## src/rtl/amoa_pkg.sv

```systemverilog
// Shared definitions for the approximate multi-operand adder pipeline:
// width helpers and the payload carried between pipeline stages.
package amoa_pkg;

  // Widest output: W=32 operands, N=16 -> 32 + 4 + 1.
  localparam int MAX_OW = 37;

  function automatic int clog2(input int v);
    int r;
    r = 0;
    for (int i = 0; i < 31; i++) begin
      if ((32'sd1 << i) < v) begin
        r = i + 1;
      end
    end
    return r;
  endfunction

  function automatic int ow_of(input int w, input int n);
    return w + clog2(n) + 1;
  endfunction

  // Tree-to-CPA payload; err holds the per-column err bits already weighted
  // at column c+1, i.e. exactly the amount the approximate cells dropped.
  typedef struct packed {
    logic              valid;
    logic [MAX_OW-1:0] psum;
    logic [MAX_OW-1:0] pcar;
    logic [MAX_OW-1:0] err;
  } stage_t;

endpackage

```

## src/rtl/amoa_cprs42_apx.sv

```systemverilog
// 4:2 compressor cell: carry-free approximate variant (EXACT=0) or the
// classic two-full-adder exact variant (EXACT=1) with a one-column cin/cout.
module amoa_cprs42_apx
  import amoa_pkg::*;
#(
  parameter bit EXACT = 1'b0
) (
  input  logic x1,
  input  logic x2,
  input  logic x3,
  input  logic x4,
  input  logic cin,
  output logic sum,
  output logic carry,
  output logic cout,
  output logic err
);

  if (EXACT) begin : g_exact
    logic s1;
    // cout depends only on x1..x3, so the chain never ripples past one column
    assign s1    = x1 ^ x2 ^ x3;
    assign cout  = (x1 & x2) | (x1 & x3) | (x2 & x3);
    assign sum   = s1 ^ x4 ^ cin;
    assign carry = (s1 & x4) | (s1 & cin) | (x4 & cin);
    assign err   = 1'b0;
  end else begin : g_apx
    logic unused_cin;
    assign unused_cin = cin;
    // four ones yield sum=0,carry=1 (value 2 instead of 4); err flags that case
    assign sum   = x1 ^ x2 ^ x3 ^ x4;
    assign carry = (x1 & x2) | (x3 & x4) | ((x1 | x2) & (x3 | x4));
    assign err   = x1 & x2 & x3 & x4;
    assign cout  = 1'b0;
  end

endmodule

```

## src/rtl/amoa_param_pipe.sv

```systemverilog
// N-operand adder: 4:2 compressor tree (low APX_COLS columns approximate),
// carry-propagate adder, valid/ready pipeline of PIPE stages, err statistics.
// Define AMOA_ERR_COMP_EN to re-inject err events in the CPA (exact summ).
module amoa_param_pipe
  import amoa_pkg::*;
#(
  parameter int W        = 8,
  parameter int N        = 8,
  parameter int APX_COLS = W,
  parameter int PIPE     = 2
) (
  input  logic                     clk,
  input  logic                     rst_n,
  input  logic                     in_valid,
  output logic                     in_ready,
  input  logic [N*W-1:0]           x,
  output logic                     out_valid,
  input  logic                     out_ready,
  output logic [ow_of(W, N)-1:0]   summ,
  output logic                     err_flag,
  output logic [15:0]              err_cnt,
  input  logic                     err_clr
);

  localparam int OW = ow_of(W, N);
  localparam int L  = clog2(N) - 1;

  // Layer l holds N>>l vectors; each layer also carries the running err weight.
  for (genvar l = 0; l <= L; l++) begin : g_layer
    logic [N-1:0][OW-1:0] lv;
    logic [OW-1:0]        acc;
    if (l == 0) begin : g_leaf
      for (genvar i = 0; i < N; i++) begin : g_op
        assign lv[i] = {{(OW-W){1'b0}}, x[i*W +: W]};
      end
      assign acc = '0;
    end else begin : g_cprs
      localparam int NG = (N >> (l - 1)) / 4;
      logic [NG-1:0][OW-1:0] cw;
      logic [NG-1:0][OW-1:0] eb;
      logic [OW-1:0]         lacc;
      logic                  unused_bits;
      for (genvar g = 0; g < NG; g++) begin : g_grp
        for (genvar c = 0; c < OW; c++) begin : g_col
          logic cin;
          logic co;
          if (c == 0) begin : g_c0
            assign cin = 1'b0;
          end else begin : g_cn
            assign cin = g_col[c-1].co;
          end
          if (c == OW - 1) begin : g_top
            logic unused_co;
            assign unused_co = co;
          end
          amoa_cprs42_apx #(
            .EXACT (c >= APX_COLS)
          ) u_cell (
            .x1    (g_layer[l-1].lv[4*g][c]),
            .x2    (g_layer[l-1].lv[4*g+1][c]),
            .x3    (g_layer[l-1].lv[4*g+2][c]),
            .x4    (g_layer[l-1].lv[4*g+3][c]),
            .cin   (cin),
            .sum   (lv[2*g][c]),
            .carry (cw[g][c]),
            .cout  (co),
            .err   (eb[g][c])
          );
        end
        assign lv[2*g+1] = {cw[g][OW-2:0], 1'b0};
      end
      for (genvar j = 2 * NG; j < N; j++) begin : g_idle
        assign lv[j] = '0;
      end
      // each err event at column c lost 2^(c+1)
      always_comb begin
        lacc = '0;
        for (int g = 0; g < NG; g++) begin
          lacc = lacc + (eb[g] << 1);
        end
      end
      assign acc = g_layer[l-1].acc + lacc;
      assign unused_bits = ^{cw, lv};
    end
  end

  stage_t tree_s;
  stage_t s1;
  logic   out_adv;
  logic   unused_s1;

  // Pack the tree result into the stage payload.
  always_comb begin
    tree_s = '0;
    tree_s.valid          = in_valid;
    tree_s.psum[OW-1:0]   = g_layer[L].lv[0];
    tree_s.pcar[OW-1:0]   = g_layer[L].lv[1];
    tree_s.err[OW-1:0]    = g_layer[L].acc;
  end

  assign out_adv = !out_valid | out_ready;

  if (PIPE == 2) begin : g_tree_reg
    stage_t s1_r;
    // Tree register: loads whenever it is empty or drains into the output stage.
    always_ff @(posedge clk or negedge rst_n) begin
      if (!rst_n) begin
        s1_r <= '0;
      end else if (in_ready) begin
        s1_r <= tree_s;
      end
    end
    assign s1       = s1_r;
    assign in_ready = !s1_r.valid | out_adv;
  end else begin : g_no_tree_reg
    assign s1       = tree_s;
    assign in_ready = out_adv;
  end

  assign unused_s1 = ^s1;

  logic [OW-1:0] cpa_s;
  logic          err_any_s;

  // Final carry-propagate adder, optionally restoring the dropped weight.
  always_comb begin
    cpa_s = s1.psum[OW-1:0] + s1.pcar[OW-1:0];
`ifdef AMOA_ERR_COMP_EN
    cpa_s = cpa_s + s1.err[OW-1:0];
`else
    cpa_s = cpa_s + {OW{1'b0}};
`endif
    err_any_s = |s1.err[OW-1:0];
  end

  // Output register: holds summ/err_flag stable while stalled.
  always_ff @(posedge clk or negedge rst_n) begin
    if (!rst_n) begin
      out_valid <= 1'b0;
      summ      <= '0;
      err_flag  <= 1'b0;
    end else if (out_adv) begin
      out_valid <= s1.valid;
      if (s1.valid) begin
        summ     <= cpa_s;
        err_flag <= err_any_s;
      end
    end
  end

  // Saturating count of delivered err results; clear has priority.
  always_ff @(posedge clk or negedge rst_n) begin
    if (!rst_n) begin
      err_cnt <= 16'd0;
    end else if (err_clr) begin
      err_cnt <= 16'd0;
    end else if (out_valid && out_ready && err_flag && (err_cnt != 16'hFFFF)) begin
      err_cnt <= err_cnt + 16'd1;
    end
  end

endmodule
```

## config.mk

```make
export PLATFORM = sky130hd
export DESIGN_NAME = amoa_param_pipe
export DESIGN_NICKNAME = d
export VERILOG_FILES = /design/src/rtl/amoa_pkg.sv /design/src/rtl/amoa_cprs42_apx.sv /design/src/rtl/amoa_param_pipe.sv
export SDC_FILE = /design/constraint.sdc
export NUM_CORES = 1
export LEC_CHECK = 0
export BUFFER_PORTS_ARGS = -buffer_cell sky130_fd_sc_hd__buf_2
export CAP_MARGIN = 0
export CORE_ASPECT_RATIO = 0.75
export CORE_MARGIN = 2
export CORE_UTILIZATION = 59
export CTS_BUF_LIST = sky130_fd_sc_hd__clkbuf_8
export DETAILED_ROUTE_END_ITERATION = 8
export GPL_TIMING_DRIVEN = 0
export PLACE_DENSITY_LB_ADDON = 0.2
export SETUP_SLACK_MARGIN = 0.2
export SLEW_MARGIN = 20
export SYNTH_ARGS = -nofsm -noshare
export SYNTH_HDL_FRONTEND = slang
export SYNTH_SLANG_ARGS = --single-unit
export TNS_END_PERCENT = 1
```

## constraint.sdc

```tcl
create_clock -name clk -period 3.1 [get_ports clk]
set_clock_uncertainty 0.05 [all_clocks]
set_input_delay 0.465 -clock clk [delete_from_list [all_inputs] [get_ports clk]]
set_output_delay 0.465 -clock clk [all_outputs]
set_load 0.01 [all_outputs]
```

# Yosys cells after proc, flatten, opt, wreduce, memory -nomap -nowiden
# Cells that the tools add are included.
# op_classes
reduce_logical	8
muxes	2
bitwise	282
n_eq_ne	1
add_sub_neg	4
# ops
operator	n
1-bit bitwise AND	117
1-bit OR	94
1-bit XOR	71
16-bit 2-to-1 mux	2
16-bit by 1-bit adder with 16-bit output (second input constant)	1
16-bit != test (second input constant)	1
12-bit OR reduction	1
10-bit by 9-bit adder with 11-bit output	1
9-bit by 10-bit adder with 11-bit output	1
9-bit by 9-bit adder with 10-bit output	1
1-bit logical AND	3
1-bit zero test	2
2-bit AND reduction	1
2-bit nonzero test	1
# totals
out_inout_bits	31
word_cells	305
reg_bits	61
input_bits	69

# Longest topological paths before layout
# logic_depth
word_depth	7
mapped_depth	17
mapped_depth_nobuf	17

# Hierarchy
# Synthesis repeated with hierarchy kept, for this count alone.
# unflattened
hier_cells	835
hier_area_um2	6985.4
# modules_own_cells
module	area_per_inst_um2	seq_area_each_um2	instances	cells_per_inst
amoa_param_pipe	3847.4	1626.6	1	403
amoa_cprs42_apx (g_layer[1].g_cprs.g_grp[0].g_col[0].u_cell ...)	90.1	0.0	24	12
amoa_cprs42_apx (g_layer[1].g_cprs.g_grp[0].g_col[10].u_cell ...)	81.3	0.0	12	12

# Worst setup path before layout
# No wires, ideal clock.
# synth_path
path_type	in2reg
startpoint	input port x[2]
endpoint	register g_tree_reg.s1_r[9] (netlist bit)
arrival_time_ps	3368
n_path_buf	0
path_stages	16
required_time_ps	2910
setup_ps	140
path_slack_ps	-457
cell_sequence	inv_1 -> ha_1 -> xnor2_1 -> xor2_1 -> inv_1 -> ha_1 -> inv_1 -> or3_1 -> fa_1 -> inv_1 -> ha_1 -> a211oi_1 -> o21ai_0 -> a31oi_1 -> xor2_1 -> o21ai_0
# synth_between
elab_chain_len	7
# synth_lines
item	line_no	source
from (decl)	amoa_param_pipe.sv:16	input logic [N*W-1:0] x,
parallel branches: the longest is 6 deep, another holds 9-bit by 9-bit adder with 10-bit output	--	
10-bit by 9-bit adder with 11-bit output (*)	amoa_param_pipe.sv:82	assign acc = g_layer[l-1].acc + lacc;
to (signal assigned)	amoa_param_pipe.sv:110	s1_r <= tree_s;
to (decl)	amoa_param_pipe.sv:104	stage_t s1_r;
# Mark *: on every way between the ends.
# A chain may end at the register's enable or synchronous reset.

# Worst setup path in the final report
# layout_path
startpoint	input port x[8]
endpoint	register g_tree_reg.s1_r[8] (netlist bit)
# layout_between
elab_chain_len	7
# layout_lines
item	line_no
parallel branches: the longest is 6 deep, another holds 9-bit by 9-bit adder with 10-bit output	--
10-bit by 9-bit adder with 11-bit output (*)	amoa_param_pipe.sv:82
# Marked as above.

==> impl_metrics.json <==
{
  "maxCapViolCount": 0,
  "crit_buf_inv": 5,
  "cpPeakStageDelay_ns": 0.49,
  "synth_ff_type": "dfrtp_1",
  "async_flop_share": 1.00,
  "crit_type": "in -> reg",
  "grt-ovfl-total": 0,
  "avgViaCountPerCell": 5.32,
  "place_congestion": 0.823,
  "rsz0062_at_grt": "true",
  "final_common_cell": "buf_2",
  "outcome": "complete, but fails checks",
  "power_density_nw_per_um2": 502,
  "grt_busiest_layer": "met2",
  "syn-cell-area_um2": 4900,
  "required_ns": 3.25,
  "finalWorstSetupSlack_ns": -0.155,
  "max_freq_ghz": 0.307,
  "htree_levels": 3,
  "finalPower_mw": 2.98,
  "yosys.area.top_type": "dfrtp_1",
  "endpoint_kind": "flop",
  "grt_pass1_vias": 4235,
  "vias": 4197,
  "die_y_um": 82.9,
  "cts_tree": "yes",
  "violations": "setup timing",
  "routed_wl_mm": 11.0,
  "drv_slew": 0,
  "layout-drive-gt1-share": 0.244,
  "cts_sinks": 58,
  "path_max_fanout": 3,
  "synthTopCellsByArea": "dfrtp_1 30%, ha_1 17%, xnor2_1 7.3%",
  "place_area_um2": 5650,
  "numCtsBuffers": 9,
  "worstPathArrival_ns": 3.40,
  "synth_edf_count": 0,
  "yosysTopAreaCellShare": 0.296,
  "grtUsageTotal": 0.256,
  "hold_viol": 0,
  "synth_cell_types": 42,
  "coreArea_um2": 7990,
  "drt_iter0_markers": 223,
  "crit_start": "x[8]",
  "met2_usage": 0.438,
  "r2r_start": "out_valid$_DFFE_PN0N_",
  "finalCritPeriodShare": 1.05,
  "slew_headroom": 0.507,
  "yosysWarnings": 0,
  "use_met3": 0.0526,
  "wl_per_cell_um": 14.0,
  "crit_path_start_kind": "input port",
  "whs_ns": 0.119,
  "cts.clk_slew.worst_paths_ns": 0.06,
  "crit_path_end": "g_tree_reg.s1_r[8]$_DFFE_PN0P_",
  "port_buffers": 97,
  "holdCritPathClass": "in -> async",
  "final_design_area_no_fill_um2": 5940,
  "worstReg2RegEnd": "g_tree_reg.s1_r[78]$_DFFE_PN0P_",
  "cp.depth": 18,
  "cp_common_cell": "ha_4",
  "die_x_um": 109,
  "nFillCells": 614,
  "regArea_um2": 1450,
  "dr.pass1.iters": 4,
  "ios": 100,
  "yosysSeqAreaShare": 0.296,
  "start_util": 0.613,
  "syn-num-nets": 712,
  "layout_common_cells": "95 x buf_2, 69 x inv_1, 58 x dfrtp_1",
  "antenna_found_initial": 0,
  "root_buffer": "clkbuf_8",
  "synth_seq_cells": 58,
  "multi_input_area_um2": 3290,
  "cts_buffer_depth": 2,
  "rrSetupSlack_ns": 0.94,
  "nets": 823,
  "period_minus_slack_ns": 3.25,
  "use_met1": 0.324,
  "post-route-drc-count": 0,
  "grt_start_max_net_pins": 59,
  "grt_pass1_wl_mm": 18.6,
  "netlist_instances": 569,
  "die-area_um2": 9050,
  "area_growth_pct": 21.2,
  "clk-insertion-delay-late_ns": 0.34,
  "num_rows": 28,
  "ff2ff_path_depth": 6,
  "ir_drop_uv": 417,
  "p_leak_nw": 2.97,
  "tns_ns": -0.551,
  "postRouteAntennaNets": 0,
  "worstPathCellList": "buf_2, inv_4, ha_4, inv_1, maj3_2, or2_4, ha_4, inv_2, nor3_2, fa_1, ha_4, inv_2, fa_2, nor2b_4, o31ai_4, nand2b_1, a211oi_2, o31ai_1",
  "cp_slowest_cell": "fa_1",
  "tightest_slew_ns": 0.734,
  "avgSynthCellArea_um2": 8.61,
  "dp_hpwl_mm": 8.61,
  "cp_top_family": "adder cells",
  "setup_viol": 4,
  "diodes": 0
}
==> cells in the mapped netlist, types with 2 or more instances <==
cell	count
nand4_1	3
nand3_2	2
ha_1	65
nand2b_1	4
or3_1	5
nand2_1	50
o21bai_1	3
dfrtp_1	58
nor3_1	13
nor4_1	7
o21ai_0	19
nor4b_1	2
nor2b_1	2
a21o_1	2
o21a_1	7
fa_1	9
a31oi_1	8
a211oi_1	4
maj3_1	18
and3_1	8
xnor2_1	41
xor2_1	25
clkbuf_1	6
o31ai_1	6
nor2_1	55
or2_2	10
inv_1	81
nand3_1	18
o31a_1	2
a21oi_1	24
==> area by class of cell <==
class | count | area share
Timing Repair Buffer | 100 | 0.0887
Clock buffer | 11 | 0.0255
Tap cell | 105 | 0.0221
Sequential cell | 58 | 0.245
Multi-Input combinational cell | 420 | 0.555
Inverter | 82 | 0.0540
Clock inverter | 4 | 0.00316
Buffer | 9 | 0.00717
==> state kept, by name, indices dropped and copies added (netlist names) <==
| name | count |
|---|---|
| err_cnt | 16 |
| err_flag | 1 |
| g_tree_reg.s1_r | 29 |
| out_valid | 1 |
| summ | 11 |
==> metrics by stage <==
stage / setup WS [ns] / cells / util
global placement: -0.507 / 771 / 0.707
CTS: -0.175 / 788 / 0.737
finish: -0.155 / 789 / 0.743
global route: -0.236 / 789 / 0.743
floorplan: -0.157 / 569 / -
detailed placement: -0.603 / 771 / 0.708
==> per-layer routing <==
metal | up-vias | wire length (um) | share of wire
met5 | - | 0 | 0
met2 | 113 | 5440 | 0.49
met3 | 10 | 554 | 0.050
li1 | 2093 | - | -
met1 | 1981 | 4940 | 0.45
met4 | 0 | 81 | 0.0073
==> cell families after synthesis <==
family | count (synthesis) | share of synthesized area
compound gates | 76 | 0.0930
xor+xnor | 66 | 0.118
fa+ha+maj | 92 | 0.240
buf+inv | 91 | 0.0715
flops | 58 | 0.296
other cells | 1 | 0.000766
simple gates | 185 | 0.181
==> how the worst min path moves through the flow <==
stage	end	slack, ns	depth (start not counted)
final	g_tree_reg.s1_r[38]$_DFFE_PN0P_	0.12	1
after global routing	g_tree_reg.s1_r[1]$_DFFE_PN0P_	0.17	1
after CTS	g_tree_reg.s1_r[38]$_DFFE_PN0P_	0.15	1
after detailed placement	g_tree_reg.s1_r[2]$_DFFE_PN0P_	0.42	2
after global placement	summ[0]$_DFFE_PN0P_	0.40	2
after floorplan	err_cnt[0]$_DFFE_PN0P_	0.12	0
==> where the power goes <==
part / switching [mW] / internal [mW]
Clock: 0.292 / 0.322
Combinational: 0.726 / 0.598
Sequential: 0.112 / 0.931
==> repair_timing <==
| item | in CTS | in global routing |
|---|---|---|
| pin swaps | 8 | 9 |
| resized for setup | 11 | 9 |
| hold buffers | 0 | 0 |
| setup endpoints to repair | 7 | 8 |
| buffers inserted | 2 | 1 |
| hold endpoints to repair | 0 | 0 |
Power figures use the tool's default switching activity.
